## src/rtl/gray_counter.sv

```systemverilog
// rtl/gray_counter.sv - registered Gray-code up/down counter with one-deep valid/ready output
module gray_counter #(
  parameter int WIDTH    = 4,
  parameter bit SATURATE = 1'b0
) (
  input  logic             clk,
  input  logic             rst_n,
  input  logic             en,
  input  logic             dir,
  input  logic             load,
  input  logic [WIDTH-1:0] load_bin,
  input  logic             out_ready,
  output logic [WIDTH-1:0] gray_out,
  output logic             out_valid,
  output logic             busy,
  output logic             tc
);

  localparam logic [WIDTH-1:0] MAX = '1;

  logic [WIDTH-1:0] bin_cnt;
  logic [WIDTH-1:0] step_val;
  logic             at_bound;
  logic             acc;

  function automatic logic [WIDTH-1:0] to_gray(input logic [WIDTH-1:0] b);
    return b ^ (b >> 1);
  endfunction

  always_comb begin
    acc      = ~out_valid | out_ready;
    at_bound = dir ? (bin_cnt == MAX) : (bin_cnt == '0);
    step_val = bin_cnt;
    if (at_bound) begin
      // At a bound: hold in saturate mode, otherwise jump to the opposite bound.
      if (SATURATE) step_val = bin_cnt;
      else          step_val = dir ? '0 : MAX;
    end else begin
      step_val = dir ? bin_cnt + 1'b1 : bin_cnt - 1'b1;
    end
  end

  assign busy = out_valid & ~out_ready;

  always_ff @(posedge clk or negedge rst_n) begin
    if (!rst_n) begin
      bin_cnt   <= '0;
      gray_out  <= '0;
      out_valid <= 1'b0;
      tc        <= 1'b0;
    end else begin
      tc <= 1'b0;
      if (acc) begin
        if (load) begin
          bin_cnt   <= load_bin;
          gray_out  <= to_gray(load_bin);
          out_valid <= 1'b1;
        end else if (en) begin
          bin_cnt   <= step_val;
          gray_out  <= to_gray(step_val);
          out_valid <= 1'b1;
          tc        <= at_bound;
        end else if (out_ready) begin
          out_valid <= 1'b0;
        end
      end
    end
  end

endmodule

```

## config.mk

```make
export PLATFORM = sky130hd
export DESIGN_NAME = gray_counter
export DESIGN_NICKNAME = d
export VERILOG_FILES = /design/src/rtl/gray_counter.sv
export SDC_FILE = /design/constraint.sdc
export NUM_CORES = 1
export LEC_CHECK = 0
export ABC_AREA = 1
export CORE_MARGIN = 8
export CORE_UTILIZATION = 46
export CTS_BUF_LIST = sky130_fd_sc_hd__clkbuf_4 sky130_fd_sc_hd__clkbuf_8
export DETAILED_ROUTE_END_ITERATION = 8
export PLACE_DENSITY_LB_ADDON = 0.25
export SYNTH_ARGS = -nofsm -noshare
export SYNTH_HDL_FRONTEND = slang
export SYNTH_SLANG_ARGS = --single-unit
```

## constraint.sdc

```tcl
create_clock -name clk -period 1.4 [get_ports clk]
set_input_delay 0.14 -clock clk [delete_from_list [all_inputs] [get_ports clk]]
set_output_delay 0.14 -clock clk [all_outputs]
set_load 0.005 [all_outputs]
```

==> results.json, run 1 <==
{
  "rsz0062_at_grt": "yes",
  "dp_hpwl_um": 1580,
  "grt_pass1_wl_um": 3240,
  "synth-compound-area-share": 0.143,
  "synth_ff_type": "dfrtp_1",
  "synth_top_family_by_area": "simple AND/OR/NAND/NOR gates",
  "grt_pass1_vias": 748,
  "ant_nets": 0,
  "cp-start-kind": "register",
  "fmax_mhz": 651,
  "die_x_um": 56.7,
  "syn_area_um2": 762,
  "wl_per_cell_um": 13.1,
  "hold_buffers": 0,
  "ys_top_cells_by_count": "nand2_1 (30), inv_1 (13), nand3_1 (10)",
  "finalCriticalPeriod_ns": 1.54,
  "fillers": 125,
  "synth_edf_count": 0,
  "synthDistinctLibCells": 22,
  "leakagePower_nw": 0.502,
  "tightestPinTransition_ns": 0.422,
  "vias": 779,
  "maxCapViolCount": 0,
  "num_antenna_cells": 0,
  "yosysTopAreaCell": "dfrtp_1",
  "grt_usage": 0.123,
  "worst-path-max-fanout": 4,
  "crit_required_ns": 1.54,
  "first_pass_iters": 4,
  "yosys_register_bits": 9,
  "ios": 17,
  "drt_iter0_drc": 23,
  "yosysMostFrequentCell": "nand2_1",
  "via_per_inst": 5.26,
  "vdd_ir_drop_max_v": 0.000803,
  "critPathArrivalTime_ns": 1.68,
  "finalSetupViolations": 6,
  "fin_crit_sh": 1.10,
  "coreArea_um2": 1520,
  "cts_buffer_depth": 2,
  "syn_inst": 108,
  "start_util": 0.500,
  "yosys_warnings": 0,
  "clk_pin_slew_ns": 0.06,
  "min_path_type": "in2async",
  "die_h_um": 56.7,
  "grt_max_degree": 13,
  "hold_viol": 0,
  "setup_ws_ns": -0.135,
  "synthSimpleGateAreaFrac": 0.360,
  "syn_avg_cell_area_um2": 7.06,
  "maxSlewHeadroom": 0.718,
  "worst_hold_slack_ns": 0.185,
  "cts_max_level": 1,
  "portBuffers": 16,
  "yosys.area.top_type_share": 0.296,
  "rows": 14,
  "finalSetupTns_ns": -0.485,
  "die_area_um2": 3210,
  "syn_nets": 121,
  "synth_area_leaders": "dfrtp_1 (30%), nand2_1 (15%), nand3_1 (6.6%), inv_1 (6.4%), nor2_4 (4.4%)",
  "synthAdderAreaFrac": 0.0591,
  "reg2regPathDepth": 6,
  "insertion_delay_ns": 0.26,
  "synth_seq_area_share": 0.296,
  "layout.nets": 146,
  "globalplace.congestion": 0.844,
  "muxShareOfSynthArea": 0,
  "async_flop_share": 1.00,
  "synth_xor_area_frac": 0.0345,
  "syn_to_final_growth_pct": 38.8,
  "overflow": 0,
  "clock_sinks": 9,
  "crit_path_end_kind": "register",
  "drt_drc_violations_left": 0,
  "violations": "setup timing",
  "cts_root_buf": "clkbuf_4",
  "routed_wirelength_um": 1940,
  "antenna_found_initial": 0,
  "slew_violations": 0,
  "drive_gt1_frac": 0.318,
  "cts_made_buffers": 3,
  "power.density_nw_per_um2": 1300,
  "path_class": "reg2reg",
  "status": "finished, violations left",
  "fin_worst_skew_ns": 0.000771,
  "cts_tree": "done"
}
[state kept, by name (all words and copies together) (netlist names)]
signal	cells
bin_cnt	3
gray_out	4
out_valid	1
tc	1
[cells in the final DEF (no fill, tap or decap)]
cell type	netlist	layout
inv_1	13	10
nand2_2	4	7
a21oi_1	6	4
dlygate4sd2_1	0	2
o21ai_2	0	1
clkbuf_4	0	4
nand2_4	0	1
o211ai_1	1	1
o21bai_1	1	1
nor2_1	8	8
xnor2_1	2	2
clkdlybuf4s50_1	0	14
nand3_1	10	9
dfrtp_2	0	2
a21oi_2	2	4
ha_4	0	2
o21ai_4	1	1
xor2_1	1	1
dfrtp_1	9	7
o21ai_1	0	1
buf_4	2	7
nand2_1	30	26
nor2_4	3	3
nor2_2	2	2
nand3_2	1	2
o21ai_0	6	4
fa_2	0	1
inv_2	2	5
[power breakdown]
group	switching, mW	internal, mW	total [mW]
sequential	0.0591	0.323	0.382
clock	0.0842	0.129	0.213
combinational	0.422	0.358	0.781
total	0.565	0.811	1.38
[path summary, 6_finish.rpt]
kind / from / endpoint / slack [ns]
setup / recovery: bin_cnt[1] / gray_out[0] / -0.14
hold / removal: rst_n / gray_out[3] / 0.19
setup reg to reg: bin_cnt[1] / gray_out[0] / -0.14
hold reg to reg: gray_out[2] / gray_out[2] / 0.48
max in group asynchronous: rst_n / bin_cnt[1] / 0.90
min in group clk: gray_out[2] / gray_out[2] / 0.48
[logic make-up after synthesis]
logic type,count (synthesis)
flops,9
xor+xnor,3
simple gates,58
fa+ha+maj,3
compound gates,17
buf+inv,18
[repair_timing]
item | in CTS | in global routing
buffers inserted | 0 | 0
pin swaps | 3 | 3
gates resized for setup | 6 | 8
endpoints found under the setup margin | 7 | 6
[cell type report]
cell class	instances	area, um^2	share of cell area
timing repair buffer	23	210	0.199
inverter	15	56.3	0.0533
sequential	9	228	0.215
clock buffer	4	30.0	0.0284
tap	16	20.0	0.0189
multi-input combinational	81	513	0.485
[per-stage QoR]
stage / power, mW / instances / setup slack, ns / cell area (um^2) / utilization
6_report: 1.38 / 148 / -0.135 / 1060 / 0.694
5_1_grt: 1.49 / 148 / -0.178 / 1060 / 0.694
4_1_cts: 1.34 / 148 / -0.102 / 1030 / 0.673
3_5_place_dp: 1.09 / 144 / -0.469 / 982 / 0.644
3_3_place_gp: 1.06 / 144 / -0.438 / 982 / 0.644
2_1_floorplan: 0.856 / 108 / -0.0407 / 776 / -
[layer usage]
| layer | up-vias | GRT usage | part of all wire |
|---|---|---|---|
| li1 | 387 | - | - |
| met1 | 368 | 0.123 | 0.40 |
| met4 | 0 | 0.0412 | 0.016 |
| met3 | 6 | 0.0517 | 0.057 |
| met2 | 18 | 0.221 | 0.53 |
| met5 | - | 0 | 0 |
[critical path: stages, from the launching register on]
cell     delay [ns]
dfrtp_2        0.45
fa_2           0.57
inv_2          0.05
o21ai_2        0.14
nand2_1        0.09
nand3_2        0.07
a21oi_2        0.06
(Power assumes the default switching activity.)
==> inputs of run 2 (changes only) <==
Settings changed: SLEW_MARGIN from default to 20.
==> results of run 2 <==
Same layout as run 1: the final DEF is identical, and so are final timing and power.
==> inputs of run 3 (changes only) <==
Settings changed: CORE_MARGIN 8 to default.
==> run 3 against run 2 <==
The flow still finishes with violations (setup timing). Register-to-register slack improved by 0.03 ns. Clock power barely moved. Fmax rose by 2.0%. Final cell count rose by 2.0%. Via count rose by 2.8%. Critical path depth rose by 2. Sequential share of layout area fell by 1.3 points. Largest cell class unchanged.
==> results.json, run 3 (synthesis results as in run 1) <==
{
  "final_common_cell": "nand2_1",
  "cpPeakStageDelay_ns": 0.41,
  "rsz0062_at_grt": "yes",
  "hold_buffers": 0,
  "cts_root_buf": "clkbuf_4",
  "reg2regPathDepth": 8,
  "cts_max_level": 1,
  "final_util": 0.739,
  "slew_violations": 0,
  "most-common-layout-cells": "nand2_1 (22), clkdlybuf4s50_1 (14), nand2_2 (11)",
  "netSwitchingFraction": 0.421,
  "cpMaxStageDelayCell": "fa_2",
  "leakagePower_nw": 0.536,
  "drive_gt1_frac": 0.385,
  "globalplace.congestion": 0.808,
  "dp_hpwl_um": 1380,
  "worstSetupStartpoint": "bin_cnt[0]",
  "place_ws_ns": -0.443,
  "power.density_nw_per_um2": 1330,
  "die_area_um2": 1820,
  "vdd_ir_drop_max_v": 0.000767,
  "cts_buffer_depth": 2,
  "grt_pass1_vias": 727,
  "fin_worst_skew_ns": 0.00258,
  "clk_pin_slew_ns": 0.06,
  "fmax_mhz": 664,
  "min_path_type": "in2async",
  "vias": 801,
  "total_power_mw": 1.50,
  "cp-start-kind": "register",
  "grt_usage": 0.231,
  "rows": 14,
  "fillers": 105,
  "via_per_inst": 5.30,
  "ios": 17,
  "cts_tree": "done",
  "largest_reg_flops": 4,
  "antenna_found_initial": 0,
  "path_class": "reg2reg",
  "drt_iter0_drc": 23,
  "crit_required_ns": 1.54,
  "insertion_delay_ns": 0.26,
  "r2r-start": "bin_cnt[0]",
  "die_h_um": 42.7,
  "setup_ws_ns": -0.105,
  "crit_path_end_kind": "register",
  "crit_chain": "fa_2 > inv_2 > nand2_2 > nand2_4 > buf_4 > nor2_1 > o21bai_1 > nand2_1",
  "tightestPinTransition_ns": 0.425,
  "status": "finished, violations left",
  "finalSetupViolations": 6,
  "wl_per_cell_um": 13.6,
  "grt_pass1_wl_um": 3140,
  "p_int_mw": 0.869,
  "finalCriticalPeriod_ns": 1.51,
  "top_register": "gray_out",
  "finalSetupTns_ns": -0.470,
  "violations": "setup timing",
  "start_util": 0.500,
  "cts_made_buffers": 3,
  "pwr-share-comb": 0.603,
  "routed_wirelength_um": 2050,
  "overflow": 0,
  "die_x_um": 42.7,
  "coreArea_um2": 1520,
  "fin_crit_sh": 1.08,
  "syn_to_final_growth_pct": 47.8,
  "clkPwrFrac": 0.143,
  "ant_nets": 0,
  "hold_viol": 0,
  "num_antenna_cells": 0,
  "clock_sinks": 9,
  "drt_drc_violations_left": 0,
  "grt_max_degree": 13,
  "p_sw_mw": 0.632,
  "maxCapViolCount": 0,
  "portBuffers": 16,
  "critPathArrivalTime_ns": 1.65,
  "worst-path-max-fanout": 4,
  "first_pass_iters": 4,
  "maxSlewHeadroom": 0.716,
  "layout.nets": 149,
  "reg_top3": "gray_out (4), bin_cnt (3)",
  "power_frac_seq": 0.253
}
[run 3: changes by cell type in the layout (fill, tap and decap cells not counted), moves of 2 or more]
cell | before | now
nand2_1 | 26 | 22
nand2_2 | 7 | 11
nand3_1 | 9 | 7
buf_4 | 7 | 9
nand3_2 | 2 | 4
[run 3: power groups by stage]
stage	Combinational (mW)	Sequential [mW]	Clock [mW]
finish	0.906	0.380	0.215
CTS	0.747	0.376	0.221
detailed placement	0.719	0.377	0
floorplan	0.479	0.378	0
global placement	0.699	0.375	0
global route	0.986	0.388	0.228
[run 3: worst max-delay path: cells and delay by family, from the launching register on]
family	cells	cell delay [ns]
compound gates	1	0.13
fa+ha+maj	1	0.41
buf+inv	2	0.17
flops	1	0.40
simple gates	4	0.27
[run 3: repair_timing]
action | CTS | global route
setup buffers | 0 | 2
resized for setup | 6 | 17
pin swaps | 2 | 8
endpoints found under the setup margin | 6 | 7
[run 3: final timing paths]
check / to / slack, ns
setup / recovery: gray_out[1] / -0.11
hold / removal: gray_out[3] / 0.18
setup reg to reg: gray_out[1] / -0.11
hold reg to reg: gray_out[2] / 0.48
max in group asynchronous: bin_cnt[1] / 0.89
min in group clk: gray_out[2] / 0.48
[run 3: layer usage]
metal  share of wire  track usage
met1            0.41        0.288
met5               0            0
met2            0.52        0.391
met4          0.0068       0.0375
met3           0.058       0.0766
[run 3: cell type report]
type,instances,area (um^2),share of cell area
clock buffer,4,30.0,0.0267
multi-input combinational,81,541,0.480
timing repair buffer,26,249,0.221
tap,16,20.0,0.0178
sequential,9,228,0.202
inverter,15,58.8,0.0522
[run 3: per-stage QoR]
stage	instances	instance area, um^2	hold WS, ns
finish	151	1130	0.183
global route	151	1130	0.197
CTS	149	1050	0.188
detailed placement	145	1000	0.467
global placement	145	1000	0.460
floorplan	108	776	-0.156
==> RTL change 1 (config.mk and constraints of run 3) <==
The parameter `WIDTH` goes from 4 to 6.
--- a/src/rtl/gray_counter.sv
+++ b/src/rtl/gray_counter.sv
@@ -1,5 +1,5 @@
 // rtl/gray_counter.sv - registered Gray-code up/down counter with one-deep valid/ready output
 module gray_counter #(
-  parameter int WIDTH    = 4,
+  parameter int WIDTH    = 6,
   parameter bit SATURATE = 1'b0
 ) (
Interface: changed (resized gray_out and load_bin); port bits go from 17 to 21. No check against the original RTL was run, so the function may have changed too.
==> RTL change 1 against run 3 <==
  * The run still ends with setup timing left
  * Final area up 53%
  * Critical path depth grew 1
  * Worst setup slack got worse by 0.19 ns
  * Sequential cell count grew 4
  * Sequential power increased by 43%
  * Count of clock-buffer cells in the layout unchanged
  * Clock skew barely moved
  * Highest routed layer unchanged
  * Critical path type unchanged
  * Area after synthesis is 44% higher
  * Critical endpoint unchanged
  * Power is 53% higher
  * Routed wire length rose by 49%
==> RTL change 1: results (changes against run 3) <==
| Metric | Value |
|---|---|
| Failing checks | `setup timing (unchanged)` |
| DRT iter0 DRCs | `31 (was 23)` |
| Largest net degree at the start of global routing | `14 (was 13)` |
| Clock Skew | `0.00307 ns (was 0.00258 ns)` |
| Peak VDD IR | `1.03 mV (was 0.767 mV)` |
| Dpl cells | `223 (was 145)` |
| Gpl congestion | `0.850 (was 0.808)` |
| M1 GR Usage | `31.1% (was 28.8%)` |
| Multi-input logic portion of the cell area | `45.0% (was 48.0%)` |
| Clock transition at the registers of the reported paths | `0.08 ns (was 0.06 ns)` |
| Met2 GRT Util | `47.1% (was 39.1%)` |
| LEAKAGE | `0.884 nW (was 0.536 nW)` |
| Synth cell types | `28 (was 22)` |
| Met2 wire length | `1.61 mm (was 1.07 mm)` |
| Synth Instances | `158 (was 108)` |
| Top cells by count, synth | `nand2_1, inv_1, nand3_1 (unchanged)` |
| Dpl cell area | `0.00149 mm^2 (was 0.00100 mm^2)` |
| DP Wirelength | `2.12 mm (was 1.38 mm)` |
| Power in the clock group | `0.256 mW (was 0.215 mW)` |
| Met3 usage | `2.08% (was 7.66%)` |
| Setup TNS | `-1.81 ns (was -0.470 ns)` |
| Multi-input gate count | `113 (was 81)` |
| Finished Layout Cells | `239 (was 151)` |
| P_comb | `1.50 mW (was 0.906 mW)` |
| Status | `finished, violations left (unchanged)` |
| Post-route cell area | `0.00173 mm^2 (was 0.00113 mm^2)` |
| Slowest CP cell | `dfrtp_1 (was fa_2)` |
| Net Sw Power | `0.953 mW (was 0.632 mW)` |
| Post-synth net total | `175 (was 121)` |
| Metal3 WL | `58 um (was 119 um)` |
| Routed WL | `3.04 mm (was 2.05 mm)` |
| Syn Std Cell Area | `0.00110 mm^2 (was 762 um^2)` |
| Signal buffers | `54 (was 26)` |
| Inverters | `27 (was 15)` |
| Final setup margin | `-0.295 ns (was -0.105 ns)` |
| Final setup fails | `10 (was 6)` |
| Biggest regs | `gray_out (6), bin_cnt (5) (was gray_out (4), bin_cnt (3))` |
| Clk_lat worst skew | `0.28 ns (was 0.26 ns)` |
| GRT Overall Usage | `25.8% (was 23.1%)` |
| Met1 WL | `1.31 mm (was 845 um)` |
| Hold Slack | `0.153 ns (was 0.183 ns)` |
| Clock power frac | `11.1% (was 14.3%)` |
| Normalized max-slew margin | `77.6% (was 71.6%)` |
| Buffering overhead | `26.4% (was 22.1%)` |
| R2R depth | `9 (was 8)` |
| Pre-CTS setup slack | `-0.608 ns (was -0.443 ns)` |
| Top post-synthesis cells by area | `dfrtp_1, nand2_1, inv_1 (was dfrtp_1, nand2_1, nand3_1)` |
| Sequential cell area share | `18.8% (was 20.2%)` |
| Critical path arrival | `1.87 ns (was 1.65 ns)` |
| IO Port Bufs | `20 (was 16)` |
-- RTL change 1: cell types whose count changed in the layout (fill, tap and decap cells not counted), sizes merged, moves of 2 or more --
cell	before	now
buf	10	34
inv	15	27
nand2	34	42
nand3	11	18
o21ai	7	13
dfrtp	9	13
clkdlybuf4s50	14	17
a22oi	0	2
dlygate4sd2	1	3
ha	2	4
o22ai	0	2
xnor2	2	0
xor2	1	3
-- RTL change 1: cells by family (layout without fill, tap and decap cells) --
| kind of cell | after synthesis | after routing | synth area share (%) |
|---|---|---|---|
| xor+xnor | 3 | 3 | 2.39 |
| simple gates | 76 | 76 | 34.7 |
| compound gates | 29 | 29 | 14.7 |
| fa+ha+maj | 5 | 5 | 6.37 |
| buf+inv | 32 | 85 | 12.3 |
| flops | 13 | 13 | 29.6 |
-- RTL change 1: what timing repair did --
action / CTS / global route
setup endpoints to repair: 12 / 12
gates resized for setup: 19 / 15
pin swaps: 15 / 16
buffers inserted: 9 / 4
==> RTL change 2 (settings of run 3) <==
Without the edit above. Make the reset (`rst_n`) synchronous in one clocked block.
--- a/src/rtl/gray_counter.sv
+++ b/src/rtl/gray_counter.sv
@@ -43,5 +43,5 @@
   assign busy = out_valid & ~out_ready;
 
-  always_ff @(posedge clk or negedge rst_n) begin
+  always_ff @(posedge clk) begin
     if (!rst_n) begin
       bin_cnt   <= '0;
Behaviour: differs if rst_n is asserted again (counterexample within 4 cycles, from zero or initial values and one cycle with rst_n low); with rst_n held inactive, the same outputs for 10 cycles.
==> RTL change 2 against run 3 <==
  * The run still ends with setup timing left
  * Critical path type unchanged
  * First-iteration DRC count is 26% lower
  * Sequential cell count unchanged
  * Critical endpoint is now bin_cnt[2]$_SDFFE_PN0P_
  * Power is 33% lower
  * Global-route usage increased by 2.3 points
  * Routed wire length fell by 6.7%
  * Final area is 11% lower
  * Largest power group unchanged
  * Fmax increased by 2.5%
  * Worst setup slack improved by 0.037 ns
  * Area after synthesis down 12%
==> RTL change 2: results (changes against run 3) <==
| Metric | Value |
|---|---|
| DP Wirelength | `1.20 mm (was 1.38 mm)` |
| Layout cells sized above 1 | `37.7% (was 38.5%)` |
| Tot Pwr | `1.01 mW (was 1.50 mW)` |
| Top cells by count, synth | `nand2_1, nand3_1, dfxtp_1 (was nand2_1, inv_1, nand3_1)` |
| Final setup fails | `5 (was 6)` |
| LEAKAGE | `0.447 nW (was 0.536 nW)` |
| Failing checks | `setup timing (unchanged)` |
| Wire per inst | `13.9 um (was 13.6 um)` |
| Seq/Total Area, Yosys | `26.9% (was 29.6%)` |
| DRT iter0 DRCs | `17 (was 23)` |
| Asr flop ratio synth | `0% (was 100%)` |
| Clock power frac | `22.4% (was 14.3%)` |
| First-pass GRT wire length | `2.67 mm (was 3.14 mm)` |
| Met2 GRT Util | `37.9% (was 39.1%)` |
| Net Sw Power | `0.359 mW (was 0.632 mW)` |
| Met1 WL | `862 um (was 845 um)` |
| Metal3 WL | `112 um (was 119 um)` |
| Setup TNS | `-0.170 ns (was -0.470 ns)` |
| M1 GR Usage | `36.2% (was 28.8%)` |
| Pre-CTS setup slack | `-0.499 ns (was -0.443 ns)` |
| Final setup margin | `-0.0678 ns (was -0.105 ns)` |
| Mean Syn Cell Area | `6.97 um^2 (was 7.06 um^2)` |
| HP Class | `in2reg (was in2async)` |
| P_comb | `0.474 mW (was 0.906 mW)` |
| Status | `finished, violations left (unchanged)` |
| Dpl cells | `131 (was 145)` |
| Clock Skew | `0.0105 ns (was 0.00258 ns)` |
| Vias per cell | `5.39 (was 5.30)` |
| CP max stage delay | `0.37 ns (was 0.41 ns)` |
| Gpl congestion | `0.901 (was 0.808)` |
| Dpl cell area | `886 um^2 (was 0.00100 mm^2)` |
| Met2 wire length | `935 um (was 1.07 mm)` |
| Vias in the first global route | `582 (was 727)` |
| Peak VDD IR | `0.609 mV (was 0.767 mV)` |
RTL change 2: cell count changes in the layout (fill, tap and decap cells not counted), sizes merged, moves of 2 or more:
cell          run 3  this run
inv              15        13
dfxtp             0         9
nor3              0         2
or2               0         2
a31oi             0         2
nor2             13         9
o21ai             7        12
nand2            34        17
dfrtp             9         0
RTL change 2: timing repair:
action | 4_1_cts | 5_1_grt
gates resized for setup | 9 | 9
pin swaps | 4 | 2
buffers inserted | 2 | 0
gates cloned | 0 | 0
endpoints found under the setup margin | 7 | 6
hold buffers | 0 | 0
RTL change 2: cell families after synthesis:
logic type | share of synthesized area [%]
xor gates and xnor gates | 3.93
AOI/OAI and AO/OA | 20.0
adders and majority gates | 6.73
buffers and inverters | 10.3
DFF | 26.9
and+or+nand+nor | 32.2
RTL change 2: worst paths after layout:
kind	from	to	slack, ns	cells past startpoint
setup / recovery	bin_cnt[1]$_SDFFE_PN0P_	bin_cnt[2]$_SDFFE_PN0P_	-0.07	6
hold / removal	en	tc$_SDFF_PP0_	0.50	3
setup reg to reg	bin_cnt[1]$_SDFFE_PN0P_	bin_cnt[2]$_SDFFE_PN0P_	-0.07	6
hold reg to reg	gray_out[0]$_SDFFE_PN0P_	gray_out[0]$_SDFFE_PN0P_	0.56	2
RTL change 2: worst register-to-register path: stages, from the launching register on:
cell,delay (ns)
dfxtp_4,0.36
fa_2,0.38
xor2_4,0.18
inv_1,0.09
nor3_2,0.10
o22ai_1,0.09
a21oi_1,0.19
RTL change 2: cell type report:
cell class                      instances  area, um^2
Clock buffer                            4        30.0
Tap cell                               15        18.8
Multi-Input combinational cell         71         493
Timing Repair Buffer                   25         229
Inverter                               13        48.8
Fill cell                             101         328
Sequential cell                         9         186
